## src/rtl/vga_pixel_fetch.sv

```systemverilog
// Pixel prefetcher for the VGA driver: reads frame memory ahead of the raster into a small FIFO
// and hands one 12-bit RGB word to the driver per pix_rd strobe, realigning on every frame_start.
module vga_pixel_fetch #(
    parameter int unsigned H_ACTIVE    = 640,
    parameter int unsigned V_ACTIVE    = 480,
    parameter int unsigned ADDR_W      = 19,
    parameter int unsigned FIFO_DEPTH  = 16,
    parameter logic [11:0] UFLOW_COLOR = 12'h000
) (
    input  logic                          clk25MHz,
    input  logic                          rst_n,
    input  logic                          frame_start,
    input  logic                          pix_rd,
    output logic [11:0]                   pix_data,
    output logic                          mem_req,
    output logic [ADDR_W-1:0]             mem_addr,
    input  logic                          mem_gnt,
    input  logic                          mem_rvalid,
    input  logic [11:0]                   mem_rdata,
    output logic                          underflow,
    output logic [$clog2(FIFO_DEPTH):0]   fifo_level
);

    localparam int unsigned PTR_W    = $clog2(FIFO_DEPTH);
    localparam int unsigned LVL_W    = PTR_W + 1;
    localparam int unsigned SUM_W    = LVL_W + 1;
    localparam int unsigned LAST_PIX = H_ACTIVE * V_ACTIVE - 1;

    typedef enum logic [1:0] {
        IDLE,
        RUN,
        FLUSH
    } state_t;

    state_t             state;
    logic [LVL_W-1:0]   outstanding;
    logic [LVL_W-1:0]   stale;
    logic [LVL_W-1:0]   outstanding_nx;
    logic [LVL_W-1:0]   stale_nx;
    logic [SUM_W-1:0]   in_flight;
    logic [PTR_W-1:0]   rd_ptr;
    logic [PTR_W-1:0]   wr_ptr;
    logic [11:0]        fifo_mem [FIFO_DEPTH];

    logic accept;
    logic rsp_stale;
    logic rsp_live;
    logic fifo_empty;
    logic push;
    logic pop;

    // Credit check: FIFO slots already filled plus reads still owed must leave room for one more.
    assign mem_req = (state == RUN) &&
                     ((SUM_W'(fifo_level) + SUM_W'(outstanding)) < SUM_W'(FIFO_DEPTH));

    assign accept     = mem_req && mem_gnt;
    assign rsp_stale  = mem_rvalid && (stale != '0);
    assign rsp_live   = mem_rvalid && (stale == '0) && (outstanding != '0);
    assign fifo_empty = (fifo_level == '0);
    assign push       = rsp_live && !frame_start;
    assign pop        = pix_rd && !frame_start && !fifo_empty;

    // Everything still owed by memory after this edge; on frame_start it all becomes stale.
    assign in_flight = SUM_W'(stale) + SUM_W'(outstanding) + SUM_W'(accept)
                     - SUM_W'(rsp_stale || rsp_live);

    always_comb begin
        stale_nx       = stale;
        outstanding_nx = outstanding;
        if (frame_start) begin
            stale_nx       = LVL_W'(in_flight);
            outstanding_nx = '0;
        end else begin
            if (rsp_stale) begin
                stale_nx = stale - LVL_W'(1);
            end
            if (accept && !rsp_live) begin
                outstanding_nx = outstanding + LVL_W'(1);
            end else if (!accept && rsp_live) begin
                outstanding_nx = outstanding - LVL_W'(1);
            end
        end
    end

    always_ff @(posedge clk25MHz or negedge rst_n) begin
        if (!rst_n) begin
            state       <= IDLE;
            pix_data    <= '0;
            mem_addr    <= '0;
            underflow   <= 1'b0;
            fifo_level  <= '0;
            outstanding <= '0;
            stale       <= '0;
            rd_ptr      <= '0;
            wr_ptr      <= '0;
        end else begin
            outstanding <= outstanding_nx;
            stale       <= stale_nx;
            if (frame_start) begin
                state      <= (stale_nx != '0) ? FLUSH : RUN;
                fifo_level <= '0;
                rd_ptr     <= '0;
                wr_ptr     <= '0;
                mem_addr   <= '0;
                underflow  <= 1'b0;
            end else begin
                if (state == FLUSH && stale_nx == '0) begin
                    state <= RUN;
                end
                // Prefetch runs straight through blanking into the next frame's pixel 0.
                if (accept) begin
                    mem_addr <= (mem_addr == ADDR_W'(LAST_PIX)) ? '0 : mem_addr + ADDR_W'(1);
                end
                if (push) begin
                    wr_ptr <= wr_ptr + PTR_W'(1);
                end
                if (pop) begin
                    rd_ptr   <= rd_ptr + PTR_W'(1);
                    pix_data <= fifo_mem[rd_ptr];
                end else if (pix_rd && fifo_empty) begin
                    pix_data  <= UFLOW_COLOR;
                    underflow <= 1'b1;
                end
                fifo_level <= fifo_level + LVL_W'(push) - LVL_W'(pop);
            end
        end
    end

    always_ff @(posedge clk25MHz) begin
        if (push) begin
            fifo_mem[wr_ptr] <= mem_rdata;
        end
    end

endmodule

```

## config.mk

```make
export PLATFORM = sky130hd
export DESIGN_NAME = vga_pixel_fetch
export DESIGN_NICKNAME = d
export VERILOG_FILES = /design/src/rtl/vga_pixel_fetch.sv
export SDC_FILE = /design/constraint.sdc
export NUM_CORES = 1
export LEC_CHECK = 0
export BUFFER_PORTS_ARGS = -buffer_cell sky130_fd_sc_hd__buf_2
export CELL_PAD_IN_SITES_DETAIL_PLACEMENT = 0
export CELL_PAD_IN_SITES_GLOBAL_PLACEMENT = 2
export CORE_AREA = 2 2 161 163
export CTS_BUF_LIST = sky130_fd_sc_hd__clkbuf_16
export CTS_CLUSTER_DIAMETER = 50
export DETAILED_ROUTE_END_ITERATION = 10
export DIE_AREA = 0 0 163 165
export PLACE_DENSITY = 0.86
export SLEW_MARGIN = 40
export SYNTH_ARGS = -nofsm -noshare
export SYNTH_HDL_FRONTEND = slang
export SYNTH_SLANG_ARGS = --single-unit
```

## constraint.sdc

```tcl
create_clock -name clk25MHz -period 4.2 [get_ports clk25MHz]
set_clock_uncertainty 0.2 [all_clocks]
set_input_delay 0.21 -clock clk25MHz [delete_from_list [all_inputs] [get_ports clk25MHz]]
set_output_delay 0.21 -clock clk25MHz [all_outputs]
set_load 0.005 [all_outputs]
```

==> flow_metrics.env, run 1 <==
export IMPL_synthFlopType="edfxtp_1"
export IMPL_hold_ws_ns=0.0190
export IMPL_cts_root_buf="clkbuf_16"
export IMPL_leakage_nw=4.69
export IMPL_async_flop_share_pct=22.9
export IMPL_antenna_left=0
export IMPL_dr_pass1_iters=5
export IMPL_ys_seq_area_share_pct=65.8
export IMPL_finalWorstSetupSlack_ns=0.379
export IMPL_relSlewSlack_pct=47.7
export IMPL_critPathSlowestCell="o41a_1"
export IMPL_fmax_mhz=262
export IMPL_fp_dieW_um=163
export IMPL_grt_pass1_wl_mm=38.9
export IMPL_areaGrowthSynthToFinish_pct=18.5
export IMPL_top_layer="met4"
export IMPL_clkLatencyLatePin_ns=0.56
export IMPL_cts_tree="yes"
export IMPL_synth_top_area_share_pct=52.7
export IMPL_initial_core_util_pct=43.7
export IMPL_io_buffers=55
export IMPL_r2r_slack_ns=0.38
export IMPL_rr_startpoint="stale[0]"
export IMPL_wl_per_cell_um=20.0
export IMPL_r2r_cells=14
export IMPL_path_common_cell="ha_1"
export IMPL_status="complete, no violations"
export IMPL_h_tree_depth=1
export IMPL_maxCapViolCount=0
export IMPL_holdCritPathClass="in -> async"
export IMPL_finalCritPeriodShare_pct=91.0
export IMPL_ys_warn_count=0
export IMPL_grt_use_total_pct=18.9
export IMPL_yosys_top_cells_area="edfxtp_1 (53%), dfrtp_1 (13%), mux4_2 (4.9%), mux2i_1 (4.5%), ha_1 (3.3%)"
export IMPL_worstMarginPinSlew_ns=0.785
export IMPL_path_cells="inv_1 -> ha_1 -> nor4b_1 -> a31oi_1 -> ha_1 -> xnor2_1 -> ha_1 -> nor2_1 -> fa_1 -> nand2b_1 -> a21oi_1 -> xor2_1 -> a22oi_1 -> o41a_1"
export IMPL_clk_pin_slew_worst_paths_ns=0.06
export IMPL_hpwl_mm=15.5
export IMPL_synth_edf_count=192
export IMPL_vias=6711
export IMPL_slowest_delay_ns=0.41
export IMPL_crit_type="reg -> reg"
export IMPL_n_fill_cell=2089
export IMPL_finalSetupViolations=0
export IMPL_gp_congestion=0.818
export IMPL_cts_buffers=30
export IMPL_io_pins=56
export IMPL_tns_ns=0
export IMPL_end_kind="register"
export IMPL_met3WireLength_mm=1.26
export IMPL_drive_gt1_share_pct=20.6
export IMPL_grt_pass1_vias=6756
export IMPL_synth_top_cell_by_area="edfxtp_1"
export IMPL_post_place_ws_ns=0.377
export IMPL_synth_cells=751
export IMPL_path_delay_family="adder cells"
export IMPL_antenna_diode_count=0
export IMPL_cp_arrival_ns=4.06
export IMPL_avgSynthCellArea_um2=14.6
export IMPL_grt_ovfl_total=0
export IMPL_post_route_min_period_ns=3.82
export IMPL_fin_area_mm2=0.0130
export IMPL_core_area_mm2=0.0250
export IMPL_drcViolationCount=0
export IMPL_yosys_top_cells_count="edfxtp_1 (192), dfrtp_1 (57), mux2i_1 (49), a21oi_1 (48), nand2_1 (41)"
export IMPL_hold_viol=0
export IMPL_slew_violations=0
export IMPL_num_rows=58
export IMPL_critPathLaunchType="register"
export IMPL_cp_max_fo=4
export IMPL_synthesis_area_mm2=0.0109
export IMPL_powerDensity_mw_per_mm2=527
export IMPL_drtIter0Drc=624
export IMPL_fin_util_pct=51.8
export IMPL_place_area_mm2=0.0118
export IMPL_grt_max_degree=35
export IMPL_grt_setup_unrepaired="false"
export IMPL_syn_nets=801
export IMPL_fp_dieH_um=165
export IMPL_clock_sinks=249
export IMPL_ctsLongestPathBuffers=3
export IMPL_cp_num_buf_inv=1
export IMPL_crit_required_ns=4.44
export IMPL_nets=911
export IMPL_vias_per_cell=5.52
export IMPL_routed_wl_mm=24.3
export IMPL_worst_r2r_endpoint="state[1]"
export IMPL_met1_length_mm=10.8
export IMPL_antenna_found_initial=0
export IMPL_synth_most_common_cell="edfxtp_1"
export IMPL_wl_met2_mm=11.9
export IMPL_die_area_mm2=0.0269
export IMPL_vdd_ir_drop_max_mv=0.286
export IMPL_synthDistinctLibCells=63
export IMPL_synth_seq_cells=249
## sequential cells by signal, summed over array words and instances (netlist names)
name,cells
fifo_level,5
fifo_mem,192
mem_addr,19
outstanding,5
pix_data,12
rd_ptr,4
stale,5
state,2
underflow,1
wr_ptr,4
## worst reg2reg max path, stage by stage, from the launching register on
cell,delay [ns]
dfrtp_1,0.37
inv_1,0.14
ha_1,0.22
nor4b_1,0.36
a31oi_1,0.16
ha_1,0.35
xnor2_1,0.17
ha_1,0.20
nor2_1,0.07
fa_1,0.39
nand2b_1,0.16
a21oi_1,0.17
xor2_1,0.20
a22oi_1,0.13
o41a_1,0.41
## through the flow
step	power (mW)	std cells
floorplan	3.95	751
global placement	4.36	1140
detailed placement	4.37	1141
CTS	6.90	1215
global route	7.17	1215
finish	6.84	1215
## layout make-up
| cell class | instances | area (um2) | area share [%] |
|---|---|---|---|
| Sequential cell | 249 | 7200 | 55.5 |
| Clock inverter | 26 | 239 | 1.84 |
| Multi-Input combinational cell | 438 | 3500 | 27.0 |
| Clock buffer | 30 | 751 | 5.79 |
| Inverter | 31 | 116 | 0.898 |
| Timing Repair Buffer | 111 | 753 | 5.81 |
| Tap cell | 330 | 413 | 3.19 |
## metal layers
metal / global-route usage [%] / vias to the layer above
li1: - / 3129
met1: 26.4 / 3375
met2: 31.6 / 171
met3: 2.79 / 36
met4: 4.26 / 0
met5: 0 / -
## cell usage in the layout, fill, tap and decap left out, types with 6 or more instances in the layout
cell type / synthesis / final
nor3_1: 7 / 6
xor2_1: 9 / 9
edfxtp_1: 192 / 192
buf_2: 7 / 55
ha_1: 29 / 29
o31ai_1: 11 / 11
o22ai_1: 12 / 12
buf_4: 3 / 37
o221ai_1: 12 / 12
nand3_1: 14 / 14
nand4_1: 10 / 10
nand2_1: 41 / 41
o21ai_0: 21 / 21
o41ai_1: 7 / 7
and2_1: 6 / 6
dlygate4sd3_1: 0 / 18
xnor2_1: 10 / 10
clkbuf_16: 0 / 30
mux4_2: 24 / 24
nor2_1: 40 / 40
mux2i_1: 49 / 49
nand2b_1: 6 / 6
a211oi_1: 8 / 8
inv_1: 31 / 36
dfrtp_1: 57 / 56
or3_1: 10 / 10
a21oi_1: 48 / 48
## kinds of logic (layout without fill, tap and decap cells)
family | Yosys count | in the layout | synth area share, %
AND/OR/NAND/NOR | 170 | 170 | 8.40
buffers and inverters | 64 | 198 | 2.38
flip-flops | 249 | 249 | 65.8
XOR/XNOR | 19 | 19 | 1.52
multiplexers | 74 | 74 | 9.53
AO/OA/AOI/OAI | 143 | 143 | 8.56
adder cells (fa/ha/maj) | 32 | 32 | 3.87
## worst max-delay path by stage
stage          depth (start not counted)  endpoint          start  slack [ns]
6_report                              14  state[1]       stale[0]        0.38
5_1_grt                               14  state[1]       stale[0]        0.03
4_1_cts                               14  state[1]       stale[0]        0.36
3_5_place_dp                          14  state[1]       stale[0]        0.38
3_3_place_gp                          14  state[1]       stale[0]        0.49
2_1_floorplan                         13  state[1]  fifo_level[1]        0.60
## where the power goes
part | internal [mW] | switching [mW] | total (mW)
clock network | 1.45 | 1.06 | 2.51
registers | 2.77 | 0.144 | 2.91
logic | 0.690 | 0.720 | 1.41
total | 4.91 | 1.92 | 6.84
## what timing repair did
| item | 4_1_cts | 5_1_grt |
|---|---|---|
| setup endpoints to repair | 0 | 0 |
| buffers inserted | 0 | 0 |
| hold buffers | 18 | 0 |
| hold endpoints to repair | 226 | 0 |
| resized for setup | 0 | 0 |
Note: power is estimated with default switching activity, not from simulation.
==> run 2: changes to the inputs <==
PLACE_DENSITY = 0.76   (was 0.86)
==> flow_metrics.env, run 2 (same netlist as run 1, synthesis figures left out) <==
export IMPL_cp_max_fo=4
export IMPL_min_to="pix_data[4]"
export IMPL_cts_buffers=29
export IMPL_fp_dieH_um=165
export IMPL_crit_required_ns=4.41
export IMPL_clkLatencyLatePin_ns=0.54
export IMPL_clk_pin_slew_worst_paths_ns=0.06
export IMPL_clock_sinks=249
export IMPL_path_cells="inv_1 -> ha_1 -> nor4b_1 -> a31oi_1 -> ha_1 -> xnor2_1 -> ha_1 -> nor2_1 -> fa_1 -> nand2b_1 -> a21oi_1 -> xor2_1 -> a22oi_1 -> o41a_1"
export IMPL_grt_pass1_wl_mm=38.9
export IMPL_ff_latch_area_mm2=0.00720
export IMPL_largest_register="fifo_mem"
export IMPL_vdd_ir_drop_max_mv=0.260
export IMPL_hpwl_mm=16.2
export IMPL_r2r_cells=14
export IMPL_vias_per_cell=5.55
export IMPL_multiInputGateArea_mm2=0.00350
export IMPL_fp_dieW_um=163
export IMPL_switchingPower_mw=1.88
export IMPL_path_common_cell="ha_1"
export IMPL_slew_violations=0
export IMPL_drive_gt1_share_pct=20.1
export IMPL_dpl_cell_count=1137
export IMPL_largest_reg_flops=192
export IMPL_dr_pass1_iters=5
export IMPL_post_route_min_period_ns=3.86
export IMPL_initial_core_util_pct=43.7
export IMPL_critPathSlowestCell="o41a_1"
export IMPL_p_clk_share_pct=37.2
export IMPL_cp_arrival_ns=4.07
export IMPL_rr_startpoint="stale[0]"
export IMPL_relSlewSlack_pct=50.6
export IMPL_seq_power_share_pct=42.3
export IMPL_cts_hold_buffers=20
export IMPL_io_pins=56
export IMPL_slowest_delay_ns=0.42
export IMPL_sw_frac_of_total_pct=27.2
export IMPL_critPathLaunchType="register"
export IMPL_gp_congestion=0.797
export IMPL_whs_path_depth=2
export IMPL_status="complete, no violations"
export IMPL_final_cell_mix="edfxtp_1 (192), dfrtp_1 (55), buf_2 (55)"
export IMPL_routed_wl_mm=24.8
export IMPL_n_fill_cell=2103
export IMPL_cts_root_buf="clkbuf_16"
export IMPL_final_common_cell="edfxtp_1"
export IMPL_drcViolationCount=0
export IMPL_drtIter0Drc=438
export IMPL_hp_start="pix_data[4]"
export IMPL_worstMarginPinSlew_ns=0.736
export IMPL_cts_tree="yes"
export IMPL_grt_max_degree=45
export IMPL_fmax_mhz=259
export IMPL_fin_util_pct=51.8
export IMPL_antenna_found_initial=0
export IMPL_wl_met2_mm=12.0
export IMPL_antenna_diode_count=0
export IMPL_post_cts_resized=0
export IMPL_areaGrowthSynthToFinish_pct=18.5
export IMPL_top_layer="met4"
export IMPL_die_area_mm2=0.0269
export IMPL_grt_use_total_pct=18.9
export IMPL_r2r_slack_ns=0.34
export IMPL_core_area_mm2=0.0250
export IMPL_grt_setup_unrepaired="false"
export IMPL_io_buffers=55
export IMPL_finalCritPeriodShare_pct=91.8
export IMPL_holdCritPathClass="reg -> reg"
export IMPL_nets=909
export IMPL_finalSetupViolations=0
export IMPL_internal_power_mw=5.03
export IMPL_grt_pass1_vias=6891
export IMPL_grt_ovfl_total=0
export IMPL_crit_type="reg -> reg"
export IMPL_hold_viol=0
export IMPL_leakage_nw=4.68
export IMPL_post_layout_nonfiller_instances=1212
export IMPL_antenna_left=0
export IMPL_ctsLongestPathBuffers=3
export IMPL_worst_r2r_endpoint="state[1]"
export IMPL_end_kind="register"
export IMPL_vias=6726
export IMPL_num_rows=58
export IMPL_met3WireLength_mm=1.27
export IMPL_powerDensity_mw_per_mm2=533
export IMPL_maxCapViolCount=0
export IMPL_met1_length_mm=11.0
export IMPL_share_comb_of_total_power_pct=20.5
export IMPL_top_regs="fifo_mem x192, mem_addr x19, pix_data x12"
export IMPL_h_tree_depth=1
export IMPL_postCtsSetupRepairBufs=0
export IMPL_tns_ns=0
export IMPL_wl_per_cell_um=20.5
## run 2: changes by cell type in the layout (fill, tap and decap cells not counted), sizes merged
cell and change:
dlygate4sd3 +2, clkinv +5, clkinvlp -3, buf -3, inv -6, bufinv +3, clkbuf -1
## run 2: power by group through the flow
stage               logic [mW]  clock network (mW)  registers (mW)
floorplan                 1.05                   0            2.90
global placement          1.31                   0            3.02
detailed placement        1.33                   0            3.04
CTS                       1.36                2.62            2.99
global route              1.60                2.72            2.94
finish                    1.42                2.57            2.92
## run 2: critical path: cells and delay by family (launching register included)
kind / cells / cell delay [ns]
adders and majority gates: 4 / 1.14
and+or+nand+nor: 3 / 0.63
AOI/OAI and AO/OA: 4 / 0.87
DFF: 1 / 0.37
buffers and inverters: 1 / 0.14
xor gates and xnor gates: 2 / 0.37
## run 2: how the worst max path moves through the flow
stage                               from        to  slack (ns)  cells after the start
after floorplan            fifo_level[1]  state[1]        0.60                     13
after global placement          stale[0]  state[1]        0.45                     14
after detailed placement  outstanding[1]  state[1]        0.38                     13
after CTS                 outstanding[1]  state[1]        0.36                     13
after global routing            stale[0]  state[1]        0.12                     14
final                           stale[0]  state[1]        0.34                     14
## run 2: layout make-up
cell class	count	area share (%)
inverters	31	0.897
multi-input cells	438	27.0
clock inverters	25	2.07
repair buffers	110	5.79
clock buffers	29	5.60
well taps	330	3.18
flip-flops and latches	249	55.5
## run 2: per-layer routing
metal,vias to the layer above,GRT usage [%]
li1,3128,-
met1,3368,25.3
met2,185,32.3
met3,45,2.76
met4,0,5.39
met5,-,0
## run 2: metrics by stage
step	power, mW	setup slack [ns]	hold slack (ns)	instance area (um2)
after floorplan	3.95	0.601	-0.286	10900
after global placement	4.33	0.448	0.0199	11800
after detailed placement	4.36	0.379	0.0278	11800
after CTS	6.97	0.362	0.282	12900
after global routing	7.25	0.117	0.299	13000
final	6.91	0.344	0.282	13000
==> run 3: changes to the inputs <==
SETUP_SLACK_MARGIN = 0.4   (was unset)
==> flow_metrics.env, run 3 (same netlist as run 1, synthesis figures left out) <==
export IMPL_place_area_mm2=0.0118
export IMPL_vdd_ir_drop_max_mv=0.259
export IMPL_dr_pass1_iters=5
export IMPL_whs_path_depth=2
export IMPL_h_tree_depth=1
export IMPL_initial_core_util_pct=43.7
export IMPL_path_cells="inv_1 -> ha_2 -> or4b_4 -> a211oi_2 -> nor4_4 -> inv_1 -> ha_1 -> a21o_1 -> a21oi_1 -> mux2i_1 -> mux2_1"
export IMPL_cp_max_fo=8
export IMPL_post_place_ws_ns=0.379
export IMPL_io_buffers=55
export IMPL_routed_wl_mm=24.9
export IMPL_grt_ovfl_total=0
export IMPL_io_pins=56
export IMPL_leakage_nw=4.69
export IMPL_grt_use_total_pct=18.9
export IMPL_final_cell_mix="edfxtp_1 (192), buf_2 (55), dfrtp_1 (54)"
export IMPL_maxCapViolCount=0
export IMPL_top_regs="fifo_mem x192, mem_addr x19, pix_data x12"
export IMPL_fin_area_mm2=0.0130
export IMPL_grt_pass1_wl_mm=38.9
export IMPL_rr_startpoint="stale[1]"
export IMPL_n_fill_cell=2101
export IMPL_multiInputGateArea_mm2=0.00355
export IMPL_nets=910
export IMPL_worst_r2r_endpoint="outstanding[4]"
export IMPL_num_rows=58
export IMPL_hold_ws_ns=0.284
export IMPL_drtIter0Drc=441
export IMPL_antenna_found_initial=0
export IMPL_post_route_min_period_ns=3.64
export IMPL_r2r_cells=11
export IMPL_post_layout_nonfiller_instances=1213
export IMPL_fin_util_pct=52.1
export IMPL_die_area_mm2=0.0269
export IMPL_crit_required_ns=4.41
export IMPL_finalPower_mw=6.96
export IMPL_tns_ns=0
export IMPL_cp_arrival_ns=3.85
export IMPL_areaGrowthSynthToFinish_pct=19.2
export IMPL_vias_per_cell=5.55
export IMPL_fmax_mhz=275
export IMPL_largest_reg_flops=192
export IMPL_crit_type="reg -> reg"
export IMPL_finalSetupViolations=0
export IMPL_vias=6728
export IMPL_path_common_cell="inv_1"
export IMPL_gp_congestion=0.797
export IMPL_largest_register="fifo_mem"
export IMPL_hpwl_mm=16.2
export IMPL_cp_startpoint="stale[1]"
export IMPL_end_kind="register"
export IMPL_cts_buffers=29
export IMPL_clk_pin_slew_worst_paths_ns=0.06
export IMPL_clock_sinks=249
export IMPL_grt_setup_unrepaired="false"
export IMPL_r2r_slack_ns=0.56
export IMPL_antenna_left=0
export IMPL_wl_per_cell_um=20.5
export IMPL_dpl_cell_count=1137
export IMPL_cts_tree="yes"
export IMPL_fp_dieW_um=163
export IMPL_ctsLongestPathBuffers=3
export IMPL_final_common_cell="edfxtp_1"
export IMPL_antenna_diode_count=0
export IMPL_fp_dieH_um=165
export IMPL_status="complete, no violations"
export IMPL_drive_gt1_share_pct=21.2
export IMPL_slew_violations=0
export IMPL_critPathLaunchType="register"
export IMPL_grt_max_degree=45
export IMPL_finalCritPeriodShare_pct=86.6
export IMPL_relSlewSlack_pct=50.6
export IMPL_powerDensity_mw_per_mm2=534
export IMPL_finalWorstSetupSlack_ns=0.561
export IMPL_hp_start="pix_data[4]"
export IMPL_cts_root_buf="clkbuf_16"
export IMPL_clkLatencyLatePin_ns=0.54
export IMPL_min_to="pix_data[4]"
export IMPL_hold_viol=0
export IMPL_drcViolationCount=0
export IMPL_slowest_delay_ns=0.50
export IMPL_holdCritPathClass="reg -> reg"
export IMPL_core_area_mm2=0.0250
export IMPL_critPathSlowestCell="or4b_4"
export IMPL_ff_latch_area_mm2=0.00720
export IMPL_grt_pass1_vias=6896
export IMPL_worstMarginPinSlew_ns=0.736
[run 3: per-layer routing]
metal	routed length [um]	GRT usage (%)
met4	547	5.39
met2	12100	32.4
met3	1110	2.76
met1	11100	25.3
met5	0	0
[run 3: layout make-up]
cell class	count	share of cell area, %
inverters	31	0.893
clock buffers	29	5.57
flip-flops and latches	249	55.2
clock inverters	25	2.05
repair buffers	111	5.82
well taps	330	3.17
multi-input cells	438	27.3
[run 3: how the worst max path moves through the flow]
stage	to	slack, ns	cells after the start
4_1_cts	state[1]	0.48	13
5_1_grt	outstanding[4]	0.40	11
3_5_place_dp	state[1]	0.38	13
3_3_place_gp	state[1]	0.45	14
6_report	outstanding[4]	0.56	11
2_1_floorplan	state[1]	0.60	13
[run 3: critical path, delay by kind of cell (launching register included)]
family | cells | cell delay (ns)
compound gates | 3 | 0.80
simple gates | 2 | 0.63
mux | 2 | 0.62
fa+ha+maj | 2 | 0.54
flops | 1 | 0.37
buf+inv | 2 | 0.36
[run 3: power breakdown]
group | leakage (nW) | internal [mW] | switching [mW]
Clock | 0.488 | 1.57 | 0.996
Combinational | 1.73 | 0.723 | 0.738
Sequential | 2.48 | 2.77 | 0.160
[run 3: what timing repair did]
item	CTS	global route
gates resized for setup	2	11
endpoints found under the hold margin	223	0
pin swaps	0	1
hold buffers	20	0
setup endpoints to repair	1	4
setup buffers	0	1
